`config.mk`:
```
export PLATFORM = sky130hd
export DESIGN_NAME = saradc_sar_ctrl
export DESIGN_NICKNAME = d
export VERILOG_FILES = /design/src/rtl/saradc_sar_ctrl.sv
export SDC_FILE = /design/constraint.sdc
export NUM_CORES = 1
export LEC_CHECK = 0
export CAP_MARGIN = 40
export CELL_PAD_IN_SITES_DETAIL_PLACEMENT = 1
export CELL_PAD_IN_SITES_GLOBAL_PLACEMENT = 1
export CORE_ASPECT_RATIO = 0.75
export CORE_MARGIN = 2
export CORE_UTILIZATION = 38
export DETAILED_ROUTE_END_ITERATION = 10
export PLACE_DENSITY = 0.83
export SYNTH_ARGS = -nofsm -noshare
export SYNTH_HDL_FRONTEND = slang
export SYNTH_SLANG_ARGS = --single-unit
```
`constraint.sdc`:
```
create_clock -name clk -period 2.71 [get_ports clk]
set_input_delay 0.6775 -clock clk [delete_from_list [all_inputs] [get_ports clk]]
set_output_delay 0.6775 -clock clk [all_outputs]
set_load 0.02 [all_outputs]
```
`src/rtl/saradc_sar_ctrl.sv`:
```
// saradc_sar_ctrl: parametrised SAR conversion controller with power-of-two averaging
// and a valid/ready result handshake.
module saradc_sar_ctrl #(
    parameter int NBITS      = 8,
    parameter int SAMPLE_CYC = 2,
    parameter int AVG_LOG2   = 0
) (
    input  logic             clk,
    input  logic             rst,
    input  logic             start_i,
    input  logic             comp_i,
    output logic             sample_o,
    output logic [NBITS-1:0] dac_o,
    output logic             busy_o,
    output logic [NBITS-1:0] data_o,
    output logic             valid_o,
    input  logic             ready_i
);
    typedef enum logic [1:0] {IDLE, SAMPLE, CONV, DONE} state_e;
    localparam int AW = NBITS + AVG_LOG2;
    localparam logic [AVG_LOG2:0] LAST = (AVG_LOG2 + 1)'((1 << AVG_LOG2) - 1);
    state_e              state_q, state_d;
    logic [4:0]          cnt_q, cnt_d;
    logic [NBITS-1:0]    code_q, code_d, trial, code_new, data_q, data_d;
    logic [AW-1:0]       acc_q, acc_d, acc_sum;
    logic [AVG_LOG2:0]   nconv_q, nconv_d;
    logic                busy_q;
    // cnt_q counts sampling cycles in SAMPLE and holds the bit index in CONV
    assign trial    = code_q | (NBITS'(1) << cnt_q);
    assign code_new = comp_i ? trial : code_q;
    assign acc_sum  = acc_q + AW'(code_new);
    always_ff @(posedge clk) begin
        if (rst) begin
            state_q <= IDLE;
            cnt_q   <= '0;
            code_q  <= '0;
            acc_q   <= '0;
            nconv_q <= '0;
            data_q  <= '0;
            busy_q  <= 1'b0;
        end else begin
            state_q <= state_d;
            cnt_q   <= cnt_d;
            code_q  <= code_d;
            acc_q   <= acc_d;
            nconv_q <= nconv_d;
            data_q  <= data_d;
            busy_q  <= state_d != IDLE;
        end
    end
    always_comb begin
        state_d = state_q;
        cnt_d   = cnt_q;
        code_d  = code_q;
        acc_d   = acc_q;
        nconv_d = nconv_q;
        data_d  = data_q;
        case (state_q)
            IDLE: if (start_i) begin
                state_d = SAMPLE;
                cnt_d   = '0;
                acc_d   = '0;
                nconv_d = '0;
            end
            SAMPLE: if (cnt_q == 5'(SAMPLE_CYC - 1)) begin
                state_d = CONV;
                cnt_d   = 5'(NBITS - 1);
                code_d  = '0;
            end else begin
                cnt_d = cnt_q + 5'd1;
            end
            CONV: begin
                code_d = code_new;
                cnt_d  = cnt_q - 5'd1;
                if (cnt_q == '0) begin
                    acc_d   = acc_sum;
                    nconv_d = nconv_q + 1'b1;
                    cnt_d   = '0;
                    state_d = nconv_q == LAST ? DONE : SAMPLE;
                    data_d  = nconv_q == LAST ? NBITS'(acc_sum >> AVG_LOG2) : data_q;
                end
            end
            DONE: if (ready_i) begin
                state_d = start_i ? SAMPLE : IDLE;
                cnt_d   = '0;
                acc_d   = '0;
                nconv_d = '0;
            end
            default: state_d = IDLE;
        endcase
    end
    always_comb begin
        sample_o = state_q == SAMPLE;
        dac_o    = state_q == CONV ? trial : '0;
        valid_o  = state_q == DONE;
        busy_o   = busy_q;
        data_o   = data_q;
    end
endmodule

```
==> metrics.csv <==
metric,value,unit
final core occ,51.6,%
Root Buffer,clkbuf_8,
port bufs,23,
Initial Util,39.5,%
"Async S/R FF share, synth",0,%
slew margin rel.,64.6,%
CTS Hold Bufs,0,
vias in the first global route,2062,
Total GRT Usage,21.5,%
drt initial violations,79,
CP startpoint kind,flip-flop,
Die Height,68.8,um
Congestion Overflow GR,0,
drt first pass iters,4,
Worst-Margin Slew,531,ps
Placed Cells incl. Taps,373,
Via Count,2088,
final WL,6500,um
DIE AREA,6210,sq um
peak supply drop,0.000530,V
Worst EP arrival,1950,ps
Top-Level Pins,24,
wire per inst,16.9,um
# rows,23,
final critical-path share of the clock period,97.0,%
worst path required time,2030,ps
syn nets,283,
final setup fails,0,
dpl hpwl,4790,um
RSZ-0062 raised after global routing,false,
core area,5380,sq um
initial antenna violation count,0,
leakage,1.10,nW
fin. max-slew vios,0,
Worst Hold Class,flip-flop to flip-flop,
Crit Path Class,flip-flop to output port,
max cap viols,0,
TritonCTS clock tree,built,
first-pass GRT wire length,10400,um
Main synth FF type,dfxtp_1,
Peak Freq,380,MHz
"commonest non-fill, non-tap cell in the layout",dfxtp_1,
clock tree sinks,33,
Remaining DRCs,0,
endpoints failing hold,0,
Crit Path Max Fanout,14,
Syn. warnings,0,
clock slew at reported path FFs,70,ps
overall die width,90.3,um
routability-driven placement congestion ratio,0.874,
Max Buffers Root-to-Sink,2,
Num CTS Buffers,5,
"commonest cells after routing, fill and taps aside","33 x dfxtp_1, 32 x buf_4, 25 x a21oi_1",
Mapped Avg Cell Area,8.11,sq um
minimum clock period,2630,ps
DRT antenna net count,0,
number of diodes,0,
Area Growth Syn to Fin,30.6,%
largest net degree at the start of global routing,28,
synthesized flop and latch total,33,
Fillers,674,
unique cell type count in the Yosys netlist,51,
outcome,completed,
R2R Setup Slk,250,ps
number of synthesized flops with an enable pin,0,
# H-tree levels,2,
Synth Instances,262,
NumNets Final,332,
Final Non-Filler Cells,385,
post-synthesis sequential area ratio,31.1,%
pwr/cell area,648,nW/um^2
CP endpoint kind,output port,
share of cells above drive strength 1,17.7,%
"Clk Latency, worst-skew pair",280,ps
vias per cell,5.42,
worst clock skew,4.98,ps
mapped cell area,2120,sq um
[through the flow]
| stage | hold WS (ps) | power [W] | setup TNS (ps) | area [sq um] | setup slack (ps) |
|---|---|---|---|---|---|
| 2_1_floorplan | 436 | 0.00116 | 0 | 2130 | 73.2 |
| 3_3_place_gp | 446 | 0.00141 | -3090 | 2610 | -472 |
| 3_5_place_dp | 449 | 0.00144 | -3810 | 2610 | -579 |
| 4_1_cts | 458 | 0.00180 | 0 | 2760 | 82.3 |
| 5_1_grt | 475 | 0.00191 | 0 | 2780 | 0.876 |
| 6_report | 462 | 0.00180 | 0 | 2780 | 81.0 |
[cells in the mapped netlist, types with 2 or more instances]
library cell / count / share of area, %
dfxtp_1: 33 / 31
nand4_1: 2 / 0.59
nor3b_1: 3 / 1.1
ha_1: 15 / 8.8
nor2_1: 22 / 3.9
or2_2: 2 / 0.59
a31oi_1: 6 / 1.8
nand2_1: 22 / 3.9
a32oi_1: 2 / 0.82
nand3_1: 10 / 2.4
o31ai_1: 2 / 0.71
nand3b_1: 2 / 0.71
xor2_1: 3 / 1.2
a22oi_1: 7 / 2.5
nor2b_1: 14 / 4.1
a21oi_1: 25 / 5.9
o32ai_1: 2 / 0.82
nor4b_1: 4 / 1.6
a21o_1: 8 / 2.8
a221oi_1: 2 / 0.82
o21ai_0: 10 / 2.4
and3b_1: 2 / 0.82
and2b_1: 2 / 0.71
xnor2_1: 6 / 2.5
and3_1: 2 / 0.59
nand2b_1: 5 / 1.5
clkbuf_1: 11 / 1.9
inv_1: 15 / 2.6
[worst max-delay path, cell delays in order (launching register included)]
cell	delay, ps
dfxtp_1	320
buf_4	190
nor2_1	190
buf_4	170
a21oi_1	70
nor2b_1	120
clkdlybuf4s50_1	610
[power by group]
group | internal, W | switching [W]
sequential | 0.000532 | 0.0000401
combinational | 0.000353 | 0.000533
clock | 0.000169 | 0.000172
[timing repair]
item	CTS	global route
pin swaps	4	1
setup endpoints to repair	10	2
buffers inserted	6	0
gates resized for setup	8	2
[cell type report]
class,instances,area [sq um],area share [%]
Multi-Input combinational cell,200,1400,50.5
Sequential cell,33,661,23.8
Timing Repair Buffer,56,489,17.6
Tap cell,75,93.8,3.38
Clock buffer,5,68.8,2.48
Inverter,15,56.3,2.03
Clock inverter,1,5.00,0.180
[flip-flops by register name, summed over array words and instances (netlist names)]
signal,flops
code_q,8
cnt_q,5
acc_q,8
busy_o,1
data_o,8
state_q,2
nconv_q,1
[kinds of logic after synthesis]
| kind of cell | Yosys count | synth area share, % |
|---|---|---|
| adder cells (fa/ha/maj) | 16 | 9.78 |
| buffers and inverters | 29 | 5.71 |
| AND/OR/NAND/NOR | 97 | 24.5 |
| multiplexers | 2 | 1.00 |
| XOR/XNOR | 9 | 3.71 |
| AO/OA/AOI/OAI | 76 | 24.2 |
| flip-flops | 33 | 31.1 |
[routing by layer]
layer  vias up  part of all wire (%)  GRT usage (%)
met1       987                    48           28.6
met4         0                   1.2           6.15
met2        67                    46           36.3
met5         -                     0              0
li1       1026                     -              -
met3         8                   5.3           4.02
[final timing paths]
path	start	to	cells after the start
hold / removal	data_o[2]	data_o[2]	2
hold reg to reg	data_o[2]	data_o[2]	2
setup reg to reg	cnt_q[4]	acc_q[6]	10
setup / recovery	cnt_q[0]	dac_o[4]	6
Note: power is estimated with default switching activity, not from simulation.
==> RTL edit 1 (config.mk and constraints unchanged) <==
Set the parameter `NBITS` to 9 (it was 8).
--- a/src/rtl/saradc_sar_ctrl.sv
+++ b/src/rtl/saradc_sar_ctrl.sv
@@ -3,3 +3,3 @@
 module saradc_sar_ctrl #(
-    parameter int NBITS      = 8,
+    parameter int NBITS      = 9,
     parameter int SAMPLE_CYC = 2,
Ports: changed (resized dac_o and data_o); port bits go from 24 to 26. The function was not compared with the original's and may differ.
==> RTL edit 1 against the original RTL <==
Wire length increased by 9.7%; synthesized area increased by 10%; combinational power increased by 23%; power increased by 18%; non-clock buffer count increased by 6; fmax increased by 2.2%; worst setup slack improved by 0.058 ns; sequential cell count increased by 3; cell area increased by 9.5%; largest cell class unchanged; largest power group unchanged.
==> RTL edit 1: results (changes against the original RTL) <==
status: "finished, final reports clean"  # unchanged
ys_types: 54  # was 51
port_buffers: 25  # was 23
clkTransAtPathRegs_ns: 0.08
antenna_cells: 0  # unchanged
nNetsFinal: 366  # was 332
yosys-top-cells-area: "dfxtp_1, ha_1, a21oi_1"  # unchanged
clk_latency_ns: 0.29
synthTopCellsByCount: "a21oi_1, dfxtp_1, nor2_1"  # was dfxtp_1, a21oi_1, nand2_1, nor2_1
placed_cells: 411  # was 373
yosys_warnings: 0  # unchanged
pre_cts_ws_ns: -0.426  # was -0.579 ns
hp-class: "register to register"  # unchanged
synthMuxAreaShare_pct: 1.28  # was 1.00%
slowest_stage: "dfxtp_1"  # was clkdlybuf4s50_1
synth_xor_area_share_pct: 3.37  # was 3.71%
synthArstFlopShare_pct: 0  # unchanged
grt_pass1_wl_um: 11800  # was 10400 um
seq_area_frac_synth_pct: 30.8  # was 31.1%
fill_cells: 727  # was 674
drt-initial-drc-count: 91  # was 79
grt_usage_pct: 22.3  # was 21.5%
worst_pin_slew_ns: 0.588  # was 0.531 ns
internal-power_mw: 1.21  # was 1.05 mW
hpwl_um: 5360  # was 4790 um
wl_per_cell_um: 17.0  # was 16.9 um
synthCells: 285  # was 262
syn_nets: 310  # was 283
cts_buffer_depth: 2  # unchanged
grt_start_max_net_pins: 16  # was 28
vdd_drop_max_mv: 0.608  # was 0.530 mV
synth_compound_area_share_pct: 22.3  # was 24.2%
final_layout_size_suffix_gt1_share_pct: 20.5  # was 17.7%
grt_pass1_vias: 2352  # was 2062
path_max_fanout: 4  # was 14
gp_congestion: 0.853  # was 0.874
drt-vias-per-instance: 5.51  # was 5.42
synthAdderAreaFrac_pct: 11.0  # was 9.78%
numCtsBuffers: 5  # unchanged
synth_top_family_by_area: "simple AND/OR/NAND/NOR gates"  # unchanged
dr.pass1.iters: 4  # unchanged
synth-seq-cells: 36  # was 33
p_leak_nw: 1.38  # was 1.10 nW
fin_cells: 420  # was 385
cp_data_arrival_time_ns: 2.72  # was 1.95 ns
skew_ns: 0.00955  # was 0.00498 ns
drc_errors: 0  # unchanged
cpPeakStageDelay_ns: 0.42  # was 0.61 ns
RTL edit 1: cell types whose count changed after synthesis, moves of 4 or more:
cell,unedited run,this run
nor4b_1,4,0
a21oi_1,25,37
nor3_1,1,5
nand3b_1,2,7
nor2b_1,14,1
a31o_2,1,6
ha_1,15,19
nor2_1,22,29
a21o_1,8,4
a22oi_1,7,3
RTL edit 1: power by group through the flow:
stage	clock [mW]	combinational (mW)	sequential, mW
4_1_cts	0.426	1.09	0.621
3_3_place_gp	0	1.04	0.630
5_1_grt	0.444	1.19	0.629
2_1_floorplan	0	0.657	0.653
3_5_place_dp	0	1.08	0.634
6_report	0.414	1.09	0.623
RTL edit 1: path summary, 6_finish.rpt:
path	end	cells past startpoint	slack, ns	start
worst max register to register	acc_q[5]$_SDFFE_PP0P_	11	0.14	cnt_q[0]$_SDFFE_PP0P_
worst min-delay path	data_o[3]$_SDFFE_PP0P_	2	0.46	data_o[3]$_SDFFE_PP0P_
worst min register to register	data_o[3]$_SDFFE_PP0P_	2	0.46	data_o[3]$_SDFFE_PP0P_
worst max-delay path	acc_q[5]$_SDFFE_PP0P_	11	0.14	cnt_q[0]$_SDFFE_PP0P_
RTL edit 1: final cells by class:
cell class | instances | area share (%)
multi-input cells | 223 | 50.4
clock inverters | 2 | 0.329
flip-flops and latches | 36 | 23.8
repair buffers | 62 | 18.0
well taps | 78 | 3.21
clock buffers | 6 | 2.72
inverters | 13 | 1.61
RTL edit 1: per-stage QoR:
stage,hold WS [ns],cell area [um^2]
2_1_floorplan,0.436,2340
3_3_place_gp,0.448,2890
3_5_place_dp,0.448,2890
4_1_cts,0.458,3010
5_1_grt,0.503,3040
6_report,0.456,3040
RTL edit 1: worst max-delay path: cells and delay by family, from the launching register on:
family                     cells  cell delay [ns]
AOI/OAI and AO/OA              2             0.22
adders and majority gates      2             0.44
buffers and inverters          2             0.21
DFF                            1             0.42
and+or+nand+nor                5             1.13
RTL edit 1: per-layer routing:
metal	wire (um)	vias to the layer above	GRT usage (%)
li1	-	1130	-
met1	3440	1109	31.5
met2	3180	61	35.0
met3	320	14	3.63
met4	186	0	6.92
met5	0	-	0
RTL edit 1: kinds of logic (layout without fill, tap and decap cells):
logic type,Yosys count,count (layout)
flip-flops,36,36
buffers and inverters,26,83
AND/OR/NAND/NOR,110,110
multiplexers,3,3
AO/OA/AOI/OAI,81,81
XOR/XNOR,9,9
adder cells (fa/ha/maj),20,20
RTL edit 1: timing repair:
action / CTS / global route
setup endpoints to repair: 15 / 18
gates resized for setup: 8 / 11
buffers inserted: 1 / 0
pin swaps: 2 / 1
==> RTL edit 2 (config.mk and constraints unchanged) <==
Made on the original files. Make the reset (`rst`) asynchronous in one clocked block.
--- a/src/rtl/saradc_sar_ctrl.sv
+++ b/src/rtl/saradc_sar_ctrl.sv
@@ -31,3 +31,3 @@
     assign acc_sum  = acc_q + AW'(code_new);
-    always_ff @(posedge clk) begin
+    always_ff @(posedge clk or posedge rst) begin
         if (rst) begin
Function: differs if rst is asserted again (counterexample within 4 cycles, from zero or initial values and one cycle with rst high); with rst held inactive, the same outputs for 10 cycles.
==> RTL edit 2 against the original RTL <==
Core utilization shrank 0.89 points; synthesized area grew 2.5%; count of clock-buffer cells in the layout grew 2; cell area shrank 0.68%; sequential cell count is the same; fmax grew 4.5%; wire length shrank 5.7%; via count shrank 1.6%; worst setup slack gained 0.11 ns; critical endpoint is now dac_o[7]; highest routed layer unchanged.
Power is not compared: it rests on default switching activity, and its combinational part moved more than twofold at a synthesized area within 25%.
==> RTL edit 2: results (changes against the original RTL) <==
ys_types: 49  # was 51
path_max_fanout: 9  # was 14
drt-initial-drc-count: 114  # was 79
nNetsFinal: 314  # was 332
cp_data_arrival_time_ns: 1.84  # was 1.95 ns
num_vias: 2055  # was 2088
synth_compound_area_share_pct: 22.7  # was 24.2%
synthAdderAreaFrac_pct: 9.53  # was 9.78%
postCtsSetupBuffers: 0  # was 6
synthMuxAreaShare_pct: 2.01  # was 1.00%
drt-vias-per-instance: 5.57  # was 5.42
grt_usage_pct: 20.9  # was 21.5%
grt_start_max_net_pins: 34  # was 28
cts.repair.resized: 10  # was 8
yosys-top-cells-area: "dfrtp_1, ha_1, nand2_1"  # was dfxtp_1, ha_1, a21oi_1
met1_usage_pct: 31.5  # was 28.6%
placed_cells: 361  # was 373
skew_ns: 0.0100  # was 0.00498 ns
status: "finished, final reports clean"  # unchanged
clk_latency_ns: 0.30  # was 0.28 ns
critPathLaunch: "state_q[0]$_DFF_PP0_"  # was cnt_q[0]$_SDFFE_PP0P_
ys.flop_type: "dfrtp_1"  # was dfxtp_1
gp_congestion: 0.889  # was 0.874
synthCells: 249  # was 262
grt_use_met2_pct: 30.4  # was 36.3%
final_layout_size_suffix_gt1_share_pct: 17.0  # was 17.7%
pre_cts_ws_ns: -0.363  # was -0.579 ns
wl_per_cell_um: 16.6  # was 16.9 um
synth_xor_area_share_pct: 3.04  # was 3.71%
seq_area_frac_synth_pct: 37.9  # was 31.1%
==> RTL edit 2: critical path, stage by stage, from the launching register on <==
cell and delay [ns]:
dfrtp_1 0.42, inv_1 0.12, ha_1 0.19, clkinv_1 0.15, buf_4 0.21, a21oi_1 0.11
dlygate4sd2_1 0.34
==> RTL edit 2: area by class of cell <==
class	instances	area [um^2]	share of cell area, %
clock buffers	7	86.3	3.13
clock inverters	1	30.0	1.09
inverters	14	52.6	1.91
multi-input cells	191	1260	45.8
flip-flops and latches	33	826	30.0
well taps	75	93.8	3.40
repair buffers	48	407	14.8
==> RTL edit 2: through the flow <==
step / total power [mW] / area, um^2 / hold slack (ns) / setup TNS, ns
2_1_floorplan: 2.03 / 2180 / 0.450 / 0
3_3_place_gp: 2.69 / 2630 / 0.463 / -1.19
3_5_place_dp: 2.76 / 2630 / 0.474 / -2.05
4_1_cts: 3.24 / 2740 / 0.492 / 0
5_1_grt: 3.50 / 2760 / 0.527 / -0.00841
6_report: 3.25 / 2760 / 0.483 / 0
